[config.mk]
export PLATFORM = sky130hd
export DESIGN_NAME = mic_array_frontend
export DESIGN_NICKNAME = d
export VERILOG_FILES = /design/src/rtl/mic_pkg.sv /design/src/rtl/i2s_line_deser.sv /design/src/rtl/mic_array_frontend.sv
export SDC_FILE = /design/constraint.sdc
export NUM_CORES = 1
export LEC_CHECK = 0
export BUFFER_PORTS_ARGS = -buffer_cell sky130_fd_sc_hd__buf_2
export CAP_MARGIN = 20
export CELL_PAD_IN_SITES_DETAIL_PLACEMENT = 1
export CELL_PAD_IN_SITES_GLOBAL_PLACEMENT = 1
export CORE_ASPECT_RATIO = 0.75
export CORE_MARGIN = 4
export CORE_UTILIZATION = 53
export CTS_CLUSTER_DIAMETER = 40
export DETAILED_ROUTE_END_ITERATION = 10
export HOLD_SLACK_MARGIN = 0.15
export PLACE_DENSITY_LB_ADDON = 0.1
export SLEW_MARGIN = 0
export SYNTH_ARGS = -nofsm -noshare
export SYNTH_HDL_FRONTEND = slang
export SYNTH_SLANG_ARGS = --single-unit
[constraint.sdc]
create_clock -name clk_in -period 6.95 [get_ports clk_in]
set_clock_uncertainty 0.1 [all_clocks]
set_input_delay 1.39 -clock clk_in [delete_from_list [all_inputs] [get_ports clk_in]]
set_output_delay 1.39 -clock clk_in [all_outputs]
set_load 0.05 [all_outputs]
[src/rtl/mic_pkg.sv]
// mic_pkg: shared I2S framing constants and types for the microphone-array front end.
//   FRAME_BITS : SCK periods per WS frame (left + right slot)
//   SLOT_BITS  : SCK periods per slot
//   MIC_BITS   : microphone word width (signed, MSB first)
//   DATA_FIRST : slot bit index of the MSB (bit 0 is the I2S delay bit)
package mic_pkg;
  localparam int FRAME_BITS = 64;
  localparam int SLOT_BITS  = 32;
  localparam int MIC_BITS   = 24;
  localparam int DATA_FIRST = 1;

  localparam int BIT_CNT_W  = $clog2(FRAME_BITS);
  localparam int SLOT_CNT_W = $clog2(SLOT_BITS);

  typedef logic signed [MIC_BITS-1:0] mic_sample_t;

  typedef enum logic {
    ST_IDLE   = 1'b0,
    ST_STREAM = 1'b1
  } stream_state_t;
endpackage

[src/rtl/i2s_line_deser.sv]
// i2s_line_deser: deserialiser for one I2S data line.
//   i_clk, i_rst   : system clock, synchronous active-high reset
//   i_data         : serial data bit of this line
//   i_sck_rise     : 1 in the cycle the shared SCK goes 0->1 (capture strobe)
//   i_slot_bit     : bit position inside the current slot
//   o_word         : completed word (valid only together with o_word_vld)
//   o_word_vld     : 1 in the cycle the last data bit of a slot is captured
module i2s_line_deser
  import mic_pkg::*;
(
  input  logic                  i_clk,
  input  logic                  i_rst,
  input  logic                  i_data,
  input  logic                  i_sck_rise,
  input  logic [SLOT_CNT_W-1:0] i_slot_bit,
  output mic_sample_t           o_word,
  output logic                  o_word_vld
);
  localparam logic [SLOT_CNT_W-1:0] K_FIRST = SLOT_CNT_W'(DATA_FIRST);
  localparam logic [SLOT_CNT_W-1:0] K_LAST  = SLOT_CNT_W'(DATA_FIRST + MIC_BITS - 1);

  logic [MIC_BITS-2:0] r_sr;
  logic                w_in_data;

  assign w_in_data = (i_slot_bit >= K_FIRST) && (i_slot_bit <= K_LAST);

  always_ff @(posedge i_clk) begin
    if (i_rst)                         r_sr <= '0;
    else if (i_sck_rise && w_in_data)  r_sr <= {r_sr[MIC_BITS-3:0], i_data};
  end

  // The LSB is presented combinationally so the word can be accumulated
  // in the very cycle it is captured.
  assign o_word     = {r_sr, i_data};
  assign o_word_vld = i_sck_rise && (i_slot_bit == K_LAST);
endmodule

[src/rtl/mic_array_frontend.sv]
// mic_array_frontend: I2S mic-array front end. Generates SCK/WS, deserialises
// NUM_LINES stereo lines, box-car averages each channel over DECIM frames and
// streams each batch as NCH channel-tagged AXI-Stream beats.
//   clk_in, rst_in  : system clock, synchronous active-high reset
//   mic_data        : one serial bit per line
//   mic_sck, mic_ws : I2S bit clock / word select (0 = left)
//   m_axis_*        : decimated samples, tuser = 2*line + ws, tlast on last channel
//   overflow_out    : 1-cycle pulse when a batch is dropped (previous still streaming)
module mic_array_frontend
  import mic_pkg::*;
#(
  parameter int NUM_LINES = 2,
  parameter int SCK_DIV   = 16,
  parameter int DECIM     = 8,
  parameter int OUT_W     = 24
) (
  input  logic                           clk_in,
  input  logic                           rst_in,
  input  logic [NUM_LINES-1:0]           mic_data,
  output logic                           mic_sck,
  output logic                           mic_ws,
  output logic [OUT_W-1:0]               m_axis_tdata,
  output logic [$clog2(2*NUM_LINES)-1:0] m_axis_tuser,
  output logic                           m_axis_tvalid,
  input  logic                           m_axis_tready,
  output logic                           m_axis_tlast,
  output logic                           overflow_out
);
  localparam int NCH   = 2 * NUM_LINES;
  localparam int CH_W  = $clog2(NCH);
  localparam int DIV_W = $clog2(SCK_DIV);
  localparam int LOG2D = $clog2(DECIM);
  localparam int ACC_W = MIC_BITS + LOG2D;
  localparam int FC_W  = (LOG2D > 0) ? LOG2D : 1;
  // average (>>> LOG2D) and keep the top OUT_W bits of the MIC_BITS result
  localparam int OUT_SHIFT = LOG2D + MIC_BITS - OUT_W;

  localparam logic [DIV_W-1:0] DIV_LAST = DIV_W'(SCK_DIV - 1);
  localparam logic [FC_W-1:0]  FC_LAST  = FC_W'(DECIM - 1);
  localparam logic [CH_W-1:0]  CH_LAST  = CH_W'(NCH - 1);

  // ---------------- SCK / WS generation ----------------
  logic [DIV_W-1:0]     r_div_cnt;
  logic                 r_sck;
  logic [BIT_CNT_W-1:0] r_bit_cnt;
  logic                 w_tog, w_sck_rise, w_ws;

  assign w_tog      = (r_div_cnt == DIV_LAST);
  assign w_sck_rise = w_tog && !r_sck;
  assign w_ws       = r_bit_cnt[SLOT_CNT_W];

  always_ff @(posedge clk_in) begin
    if (rst_in) begin
      r_div_cnt <= '0;
      r_sck     <= 1'b0;
      r_bit_cnt <= '0;
    end else if (w_tog) begin
      r_div_cnt <= '0;
      r_sck     <= ~r_sck;
      if (r_sck) r_bit_cnt <= r_bit_cnt + 1'b1;  // advance on falling toggle
    end else begin
      r_div_cnt <= r_div_cnt + 1'b1;
    end
  end

  assign mic_sck = r_sck;
  assign mic_ws  = w_ws;

  // ---------------- per-line deserialisers ----------------
  mic_sample_t          w_word [NUM_LINES];
  logic [NUM_LINES-1:0] w_vld;
  logic                 w_cap;

  for (genvar l = 0; l < NUM_LINES; l++) begin : g_line
    i2s_line_deser u_deser (
      .i_clk      (clk_in),
      .i_rst      (rst_in),
      .i_data     (mic_data[l]),
      .i_sck_rise (w_sck_rise),
      .i_slot_bit (r_bit_cnt[SLOT_CNT_W-1:0]),
      .o_word     (w_word[l]),
      .o_word_vld (w_vld[l])
    );
  end

  // all lines share SCK, so their strobes coincide
  assign w_cap = &w_vld;

  // ---------------- accumulate / decimate ----------------
  logic signed [ACC_W-1:0]  r_acc [NCH];
  logic [FC_W-1:0]          r_frame;
  logic                     r_done, r_pend, r_ovf;
  logic [NCH-1:0][OUT_W-1:0] r_buf, w_q;
  stream_state_t            r_state, w_state_nxt;
  logic [CH_W-1:0]          r_ch, w_ch_nxt;

  for (genvar c = 0; c < NCH; c++) begin : g_q
    assign w_q[c] = OUT_W'(r_acc[c] >>> OUT_SHIFT);
  end

  always_ff @(posedge clk_in) begin
    if (rst_in) begin
      for (int c = 0; c < NCH; c++) r_acc[c] <= '0;
      r_frame <= '0;
      r_done  <= 1'b0;
      r_pend  <= 1'b0;
      r_ovf   <= 1'b0;
      r_buf   <= '0;
    end else begin
      r_done <= w_cap && w_ws && (r_frame == FC_LAST);
      r_pend <= 1'b0;
      r_ovf  <= 1'b0;
      if (w_cap && w_ws) r_frame <= (r_frame == FC_LAST) ? '0 : r_frame + 1'b1;
      if (r_done) begin
        // batch complete: the last right-slot add landed last cycle
        for (int c = 0; c < NCH; c++) r_acc[c] <= '0;
        if (r_state == ST_STREAM) r_ovf <= 1'b1;
        else begin
          r_buf  <= w_q;
          r_pend <= 1'b1;
        end
      end else if (w_cap) begin
        for (int c = 0; c < NCH; c++)
          if (w_ws == c[0]) r_acc[c] <= r_acc[c] + ACC_W'(w_word[c/2]);
      end
    end
  end

  assign overflow_out = r_ovf;

  // ---------------- stream FSM ----------------
  always_ff @(posedge clk_in) begin
    if (rst_in) begin
      r_state <= ST_IDLE;
      r_ch    <= '0;
    end else begin
      r_state <= w_state_nxt;
      r_ch    <= w_ch_nxt;
    end
  end

  always_comb begin
    w_state_nxt = r_state;
    w_ch_nxt    = r_ch;
    case (r_state)
      ST_IDLE:
        if (r_pend) begin
          w_state_nxt = ST_STREAM;
          w_ch_nxt    = '0;
        end
      ST_STREAM:
        if (m_axis_tready) begin
          if (r_ch == CH_LAST) begin
            w_state_nxt = ST_IDLE;
            w_ch_nxt    = '0;
          end else begin
            w_ch_nxt = r_ch + CH_W'(1);
          end
        end
      default: w_state_nxt = ST_IDLE;
    endcase
  end

  always_comb begin
    m_axis_tvalid = (r_state == ST_STREAM);
    m_axis_tdata  = m_axis_tvalid ? r_buf[r_ch] : '0;
    m_axis_tuser  = m_axis_tvalid ? r_ch : '0;
    m_axis_tlast  = m_axis_tvalid && (r_ch == CH_LAST);
  end
endmodule

### Word level (Yosys, flattened, before mapping)

Memories as Yosys holds them, arrays and structs flattened.
Index checks and enable logic that the tools add are counted.

* add/subtract/negate cells: 8
* magnitude comparators: 3
* eq/ne operators: 6
* mux-type cells: 38
* bitwise logic cells: 11
* reductions and logical operators: 13

Operators with widths (number)
* $mux W27: 8
* $add A27 B24 Y27: 4
* $bmux W24 S2: 1
* $mux W24: 2
* $mux W1: 20
* $mux W2: 4
* $or A1 B1 Y1: 8
* $logic_and A1 B1 Y1: 7
* $add A6 B1 Y6 const B: 1
* $reduce_and A2 Y1: 3
* $eq A5 B5 Y1 const B: 1
* $ge A5 B1 Y1 const B: 1
* $le A5 B5 Y1 const B: 1
* $add A4 B1 Y4 const B: 1
* $eq A4 B4 Y1 const B: 1
* $ne A2 B2 Y1 const B: 2
* $pmux W2 S2: 1
* $reduce_or A2 Y1: 2
* $add A3 B1 Y3 const B: 1
* $eq A3 B3 Y1 const B: 1
* $lt A2 B3 Y1 const B: 1
* $mux W3: 1
* $not A1 Y1: 3
* $add A2 B1 Y2 const B: 1
* other kinds (3): 3

* flip-flop bits (word level): 162
* memory bits (writable): 108
* bits of input ports: 5
* output and inout port bits: 31
* logic and storage cells: 95
* memories kept: 1

Memories
* r_acc: depth 4, bits a word 27, rd ports 4, clocked after memory_dff 0, wr ports 4, line mic_array_frontend.sv:90 `logic signed [ACC_W-1:0] r_acc [NCH];`

### Longest topological paths before layout

Gate-level depths: netlist (run 1).

* depth in word-level cells: 8
* gate-level depth with buffers: 13
* depth with buffers taken out: 13

### Modules after synthesis

A second synthesis (run 1) with hierarchy kept.

* cells, all modules: 1980
* area total of the unflattened synthesis: 17195.2 um^2

Modules (own cells, without submodules)
* mic_array_frontend: times used 1, cells each 1540, area each 13639.3 um^2, seq. area each 5295.1 um^2
* i2s_line_deser: times used 2, cells each 220, area each 1778.0 um^2, seq. area each 460.4 um^2

### Worst setup path after synthesis (run 1)

OpenSTA, ideal clock, no wires.

* path type: input to register
* from: in mic_data[1]
* to: mem r_acc[2][26] (netlist name)
* library setup time: 128 ps
* data arrival time: 3869 ps
* data required time: 6722 ps
* setup slack: 2853 ps
* stages on the path: 12
* path buffers: 0
* path through: ha_1 -> fa_1 -> a211oi_1 -> nor2_1 -> o31ai_1 -> a21oi_1 -> o41ai_2 -> o21ai_0 -> mux2i_1 -> a21oi_1 -> xor2_1 -> nor2_1

RTL lines
* from (decl): line mic_array_frontend.sv:19 `input logic [NUM_LINES-1:0] mic_data,`
* to (decl): line mic_array_frontend.sv:90

==> results of run 1 <==
## cells in the mapped netlist (3+ instances only)
master	instances	area, um^2
nor4_1	4	25.02
nand4_1	10	62.56
xor2_1	41	359.1
nor2_1	134	503.0
nand3_1	33	165.2
a211oi_1	16	120.1
o31ai_1	3	22.52
inv_1	36	135.1
a31o_2	4	35.03
or4_1	3	22.52
fa_1	4	80.08
nand2b_1	14	87.58
o21ai_0	49	245.2
xnor2_1	45	394.1
ha_1	111	1389
or3_1	8	50.05
dfxtp_1	189	3784
or2_2	3	18.77
a2111oi_0	3	26.28
o21ai_1	4	20.02
a221o_1	3	30.03
nand2_1	369	1385
mux4_2	24	540.5
a31oi_1	11	68.82
o21a_1	14	105.1
nor3b_1	5	37.54
edfxtp_1	81	2432
buf_1	11	41.29
clkbuf_1	74	277.8
a21o_1	50	375.4
o211ai_1	5	37.54
and3_1	13	81.33
a21oi_1	248	1241
o21bai_1	16	120.1
nor3_1	21	105.1
nor2b_1	18	112.6
and2_1	34	212.7
## power breakdown
group	internal, mW	total, mW	leakage (nW)	switching (mW)
logic	0.0291	0.0987	3.68	0.0696
registers	1.64	1.65	2.36	0.0132
clock network	1.26	2.04	0.642	0.779
total	2.93	3.79	6.68	0.861
## routing by layer
layer	share of wire	GRT usage	wire [um]	up-vias
met4	0.030	0.09021	1355	0
met3	0.043	0.03605	1903	89
met2	0.47	0.4726	21070	300
met5	0	0	0	-
li1	-	-	-	6197
met1	0.45	0.3787	20300	6412
## logic make-up after synthesis
kind of cell	share of synthesized area
buffers and inverters	0.03024
AOI/OAI and AO/OA	0.1841
adders and majority gates	0.09674
muxes	0.03692
DFF	0.4094
and+or+nand+nor	0.1931
xor gates and xnor gates	0.04960
## flip-flops by register name, indices dropped and copies added (netlist names)
| name | cells |
|---|---|
| r_acc | 108 |
| r_buf | 96 |
| g_line.u_deser.r_sr | 46 |
| r_bit_cnt | 6 |
| r_div_cnt | 4 |
| r_frame | 3 |
| r_ch | 2 |
| m_axis_tvalid | 1 |
| mic_sck | 1 |
| overflow_out | 1 |
| r_done | 1 |
| r_pend | 1 |
## worst max path at each step
| stage | start | end | slack [ns] | depth (start not counted) |
|---|---|---|---|---|
| finish | mic_data[1] | r_acc[3][26]$_SDFFCE_PN0P_ | 2.46 | 14 |
| global route | mic_data[1] | r_acc[3][26]$_SDFFCE_PN0P_ | 2.31 | 14 |
| CTS | mic_data[1] | r_acc[3][26]$_SDFFCE_PN0P_ | 2.59 | 14 |
| detailed placement | mic_data[1] | r_acc[2][26]$_SDFFE_PP0P_ | 2.08 | 13 |
| global placement | mic_data[1] | r_acc[3][22]$_SDFFCE_PN0P_ | 2.24 | 14 |
| floorplan | mic_data[1] | r_acc[2][26]$_SDFFE_PP0P_ | 2.85 | 12 |
## worst reg2reg max path, cell delays in order (launching register included)
cell       delay [ns]
dfxtp_1          0.47
inv_1            0.10
fa_1             0.41
nor2b_1          0.25
o2111ai_2        0.19
nand3_1          0.16
a2111oi_0        0.11
a2111oi_0        0.80
a31o_2           0.36
a41oi_2          0.17
a31oi_1          0.27
or3_1            0.17
a21oi_1          0.06
## stage by stage
stage	cells	util	power (mW)	hold slack (ns)
after floorplan	1755	-	1.749	0.3331
after global placement	2102	0.5565	1.775	0.3418
after detailed placement	2102	0.5565	1.780	0.3472
after CTS	2170	0.6036	3.818	0.3556
after global routing	2171	0.6039	3.910	0.3699
final	2171	0.6039	3.790	0.3573
## cell usage in the layout, fill, tap and decap left out, drive strengths merged, types with 16 or more instances in the layout
cell type / n
ha: 111
dfxtp: 189
clkbuf: 44
inv: 46
nand3: 34
a211oi: 16
nor2: 134
nor2b: 18
a21o: 50
edfxtp: 81
a21oi: 248
buf: 49
o21bai: 16
and2: 34
xor2: 41
nand2: 369
nor3: 21
o21ai: 55
mux4: 24
xnor2: 45
## final cells by class
cell class,count,area (um^2),share of cell area
multi-input cells,1363,8538,0.5029
flip-flops and latches,270,6217,0.3662
clock buffers,44,1025,0.06035
well taps,385,481.7,0.02837
clock inverters,24,299.0,0.01761
repair buffers,49,282.8,0.01665
inverters,36,135.1,0.007959
==> flow_summary.json, run 1 <==
{
  "r2r_end": "r_acc[3][26]$_SDFFCE_PN0P_",
  "grt_util_all_layers": 0.2805,
  "slowest_stage": "a2111oi_0",
  "fin_crit_sh": 0.6462,
  "holdPathEnd": "r_buf[33]$_SDFFE_PP0P_",
  "antenna_found_initial": 2,
  "setup_violations": 0,
  "start_util": 0.5400,
  "dr.pass1.iters": 5,
  "netlist_area_um2": 15180,
  "hp-start": "r_buf[33]$_SDFFE_PP0P_",
  "cp.arrival_ns": 4.66,
  "layout-drive-gt1-share": 0.09071,
  "grt_pass1_vias": 13450,
  "slew_viol_final": 0,
  "clockRootBuffer": "clkbuf_16",
  "postCtsSetupBuffers": 0,
  "yosysSeqAreaShare": 0.4094,
  "clk_pin_slew_ns": 0.06,
  "fp.dieW_um": 203.5,
  "path_cells": "buf_2 -> ha_1 -> inv_1 -> fa_1 -> nor2b_1 -> o2111ai_2 -> nand3_1 -> a2111oi_0 -> a2111oi_0 -> a31o_2 -> a41oi_2 -> a31oi_1 -> or3_1 -> a21oi_1",
  "synth_flop_cell": "dfxtp_1",
  "vdd_ir_drop_max_uv": 150.5,
  "syn_to_final_growth_pct": 11.82,
  "antenna_left": 0,
  "synth_cell_type_count": 71,
  "dp_slack_ns": 2.083,
  "drc": 0,
  "path_class": "in2reg",
  "postCtsHoldBufs": 0,
  "nets": 1877,
  "fin_tns_setup_ns": 0,
  "cts_buffer_depth": 3,
  "start_kind": "input pin",
  "hold_violations": 0,
  "place_area_um2": 15650,
  "viasPerCell": 5.987,
  "h-tree-depth": 2,
  "fmax_ghz": 0.2227,
  "worst_slew_pin_slew_ns": 1.138,
  "synth-edff-count": 81,
  "synth_cells": 1755,
  "core_area_um2": 28120,
  "fin_area_um2": 16980,
  "num-fill-cells": 3341,
  "n_antenna_cell": 0,
  "cellPowerDensity_nw_per_um2": 223.2,
  "totalWireLength_um": 44630,
  "endpoint_kind": "register",
  "p_leak_nw": 6.680,
  "synth_warnings": 0,
  "postSynthAreaPerCell_um2": 8.652,
  "post_cts_resized": 0,
  "clock_latency_ns": 0.53,
  "grt-ovfl-total": 0,
  "async_flop_share": 0,
  "ios": 36,
  "row_count": 53,
  "slew_headroom": 0.2412,
  "fin_crit_ns": 4.491,
  "ys_ff_latch": 270,
  "drt_iter0_drc": 862,
  "grt_pass1_wl_um": 72110,
  "fp.dieH_um": 154.6,
  "required_ns": 7.12,
  "cp_num_buf_inv": 2,
  "rsz0062_at_grt": "false",
  "ff2ff_path_depth": 12,
  "io_buffers": 35,
  "ff2ff_setup_slack_ns": 3.10,
  "vias": 13000,
  "max_stage_delay_ns": 0.80,
  "hp-class": "reg2reg",
  "grt_max_degree": 98,
  "wl_per_cell_um": 20.56,
  "cts.sinks": 270,
  "cp_common_cell": "a2111oi_0",
  "reg2reg_from": "g_line[1].u_deser.r_sr[0]$_SDFFE_PP0P_",
  "cts_tree": "built",
  "finalWorstSetupSlack_ns": 2.459,
  "min_path_cells": 2,
  "cap_violations": 0,
  "outcome": "complete, no violations",
  "syn-num-nets": 1875,
  "cts_buffers": 37,
  "place.gp.congestion": 0.9122,
  "cp_max_fo": 4,
  "die_area_um2": 31450,
  "place_hpwl_um": 30110,
  "cp_top_family": "compound AO/OA/AOI/OAI gates"
}
(Power assumes the default switching activity.)
==> run 2: changes to the inputs <==
--- a/config.mk
+++ b/config.mk
@@ -5,13 +5,14 @@
 export SDC_FILE = /design/constraint.sdc
 export NUM_CORES = 1
 export LEC_CHECK = 0
+export ABC_AREA = 1
 export BUFFER_PORTS_ARGS = -buffer_cell sky130_fd_sc_hd__buf_2
 export CAP_MARGIN = 20
 export CELL_PAD_IN_SITES_DETAIL_PLACEMENT = 1
 export CELL_PAD_IN_SITES_GLOBAL_PLACEMENT = 1
 export CORE_ASPECT_RATIO = 0.75
 export CORE_MARGIN = 4
-export CORE_UTILIZATION = 53
+export CORE_UTILIZATION = 42
 export CTS_CLUSTER_DIAMETER = 40
 export DETAILED_ROUTE_END_ITERATION = 10
 export HOLD_SLACK_MARGIN = 0.15
==> constraint.sdc (replaced) <==
create_clock -name clk_in -period 3.7 [get_ports clk_in]
set_clock_uncertainty 0.1 [all_clocks]
set_input_delay 0.74 -clock clk_in [delete_from_list [all_inputs] [get_ports clk_in]]
set_output_delay 0.74 -clock clk_in [all_outputs]
set_load 0.05 [all_outputs]
==> flow_summary.json, run 2 <==
{
  "postSynthAreaPerCell_um2": 6.772,
  "grt_util_all_layers": 0.2942,
  "dp.cells": 3005,
  "largest_reg_flops": 108,
  "grt_pass1_wl_um": 101600,
  "core_area_um2": 39730,
  "regMostFlops": "r_acc",
  "setup_violations": 0,
  "drc": 0,
  "synth_most_common_cell": "nand2_1",
  "required_ns": 2.86,
  "ys_ff_latch": 270,
  "ios": 36,
  "fin_hold_ws_ns": 0.3529,
  "final_cell_mix": "nand2_1, nor2_1, a21oi_1",
  "slew_headroom": 0.3143,
  "syn_to_final_growth_pct": 13.01,
  "cellPowerDensity_nw_per_um2": 396.2,
  "n_antenna_cell": 0,
  "grt-ovfl-total": 0,
  "synth_warnings": 0,
  "path_class": "reg2out",
  "reg2reg_from": "r_div_cnt[0]$_SDFF_PP0_",
  "vdd_ir_drop_max_uv": 345.8,
  "slew_viol_final": 0,
  "hp-class": "reg2reg",
  "dr.pass1.iters": 6,
  "num-fill-cells": 5208,
  "place.gp.congestion": 0.9251,
  "cap_violations": 0,
  "start_util": 0.4279,
  "netlist_area_um2": 17000,
  "place_hpwl_um": 49900,
  "die_area_um2": 43790,
  "wl_per_cell_um": 21.21,
  "nets": 2650,
  "cts_buffer_depth": 3,
  "totalWireLength_um": 65430,
  "yosysSeqAreaShare": 0.3657,
  "synth-edff-count": 81,
  "fin_crit_sh": 0.9165,
  "fin_tns_setup_ns": 0,
  "cts_tree": "built",
  "grt_pass1_vias": 17200,
  "synth_top_area_frac": 0.2226,
  "layout_commonest_cell": "nand2_1",
  "clk_pin_slew_ns": 0.06,
  "synth_area_leader_cell": "dfxtp_1",
  "postCtsHoldBufs": 0,
  "worst_slew_pin_slew_ns": 1.027,
  "clockRootBuffer": "clkbuf_16",
  "layout-drive-gt1-share": 0.06238,
  "synth_cells": 2510,
  "rsz0062_at_grt": "false",
  "vias": 17460,
  "antenna_left": 0,
  "fp.dieW_um": 240.3,
  "cts_buffers": 43,
  "start_kind": "register",
  "synth_flop_cell": "dfxtp_1",
  "synth_cell_type_count": 39,
  "io_buffers": 35,
  "async_flop_share": 0,
  "outcome": "complete, no violations",
  "stdcell_count": 3085,
  "fin_crit_ns": 3.391,
  "postCtsSetupBuffers": 0,
  "endpoint_kind": "output port",
  "clock_latency_ns": 0.57,
  "cp.arrival_ns": 2.55,
  "antenna_found_initial": 2,
  "fin_util": 0.4836,
  "hold_violations": 0,
  "hp-start": "r_div_cnt[0]$_SDFF_PP0_",
  "syn-num-nets": 2630,
  "fmax_ghz": 0.2949,
  "row_count": 63,
  "top_regs": "r_acc: 108 flops, r_buf: 96 flops, g_line.u_deser.r_sr: 46 flops",
  "cts.sinks": 270,
  "fp.dieH_um": 182.2,
  "drt_iter0_drc": 1385,
  "synthTopCellsByArea": "dfxtp_1, edfxtp_1, nand2_1",
  "viasPerCell": 5.661,
  "yosys-top-cells-count": "nand2_1, nor2_1, a21oi_1",
  "p_leak_nw": 8.827,
  "grt_max_degree": 84,
  "h-tree-depth": 2,
  "cp-startpoint": "r_ch[0]$_SDFFE_PP0P_",
  "post_cts_resized": 0,
  "cp_max_fo": 50
}
## run 2: cell count changes after synthesis, moves of 18 or more
cell / before / now
clkbuf_1: 74 / 56
nand2_1: 369 / 524
a21o_1: 50 / 8
mux4_2: 24 / 0
xor2_1: 41 / 11
and2_1: 34 / 3
xnor2_1: 45 / 4
o21ai_1: 4 / 28
nor2b_1: 18 / 0
o21ai_0: 49 / 220
inv_1: 36 / 232
nor2_1: 134 / 474
nand3_1: 33 / 147
nand4_1: 10 / 29
## run 2: power breakdown
part | internal (mW) | switching (mW) | total [mW]
Sequential | 3.09 | 0.0395 | 3.13
Clock | 2.57 | 1.67 | 4.24
Combinational | 0.0618 | 0.183 | 0.245
## run 2: cell type report
| type | instances | area (um^2) | share of cell area |
|---|---|---|---|
| Inverter | 240 | 902.1 | 0.04696 |
| Tap cell | 520 | 650.6 | 0.03387 |
| Timing Repair Buffer | 57 | 377.9 | 0.01967 |
| Clock inverter | 27 | 340.3 | 0.01772 |
| Clock buffer | 53 | 1186 | 0.06174 |
| Sequential cell | 270 | 6217 | 0.3236 |
| Multi-Input combinational cell | 1918 | 9537 | 0.4964 |
## run 2: routing by layer
metal / vias to the layer above / part of all wire / GRT usage
met5: - / 0.00020 / 0
met4: 2 / 0.017 / 0.05399
met3: 73 / 0.063 / 0.04608
met2: 474 / 0.40 / 0.4215
met1: 8537 / 0.52 / 0.4663
li1: 8378 / - / -
## run 2: worst max-delay path, cell delays in order, from the launching register on
cell and delay [ns]:
dfxtp_2 0.32, buf_4 0.54, nor2_1 0.11, nor2_1 0.11
o21ai_0 0.17, a21oi_1 0.33, buf_2 0.33
## run 2: stage by stage
stage / worst slack, ns / power (mW) / area [um^2]
floorplan: 0.7957 / 3.332 / 17000
global placement: 0.6757 / 3.421 / 17680
detailed placement: 0.5901 / 3.427 / 17680
CTS: 0.3034 / 7.677 / 19210
global route: 0.1933 / 7.866 / 19210
finish: 0.3088 / 7.612 / 19210
## run 2: cells by family (layout without fill, tap and decap cells)
group / after synthesis / count (layout) / synth area share
fa+ha+maj: 115 / 115 / 0.08641
flops: 270 / 270 / 0.3657
simple gates: 1233 / 1233 / 0.2961
buf+inv: 322 / 377 / 0.07405
compound gates: 555 / 555 / 0.1700
xor+xnor: 15 / 15 / 0.007728
## run 2: worst paths after layout
path	end	slack, ns	cells after the start
min reg2reg	r_div_cnt[0]$_SDFF_PP0_	0.35	1
max	m_axis_tdata[13]	0.31	6
min	r_div_cnt[0]$_SDFF_PP0_	0.35	1
max reg2reg	r_acc[3][8]$_SDFFCE_PN0P_	0.88	10
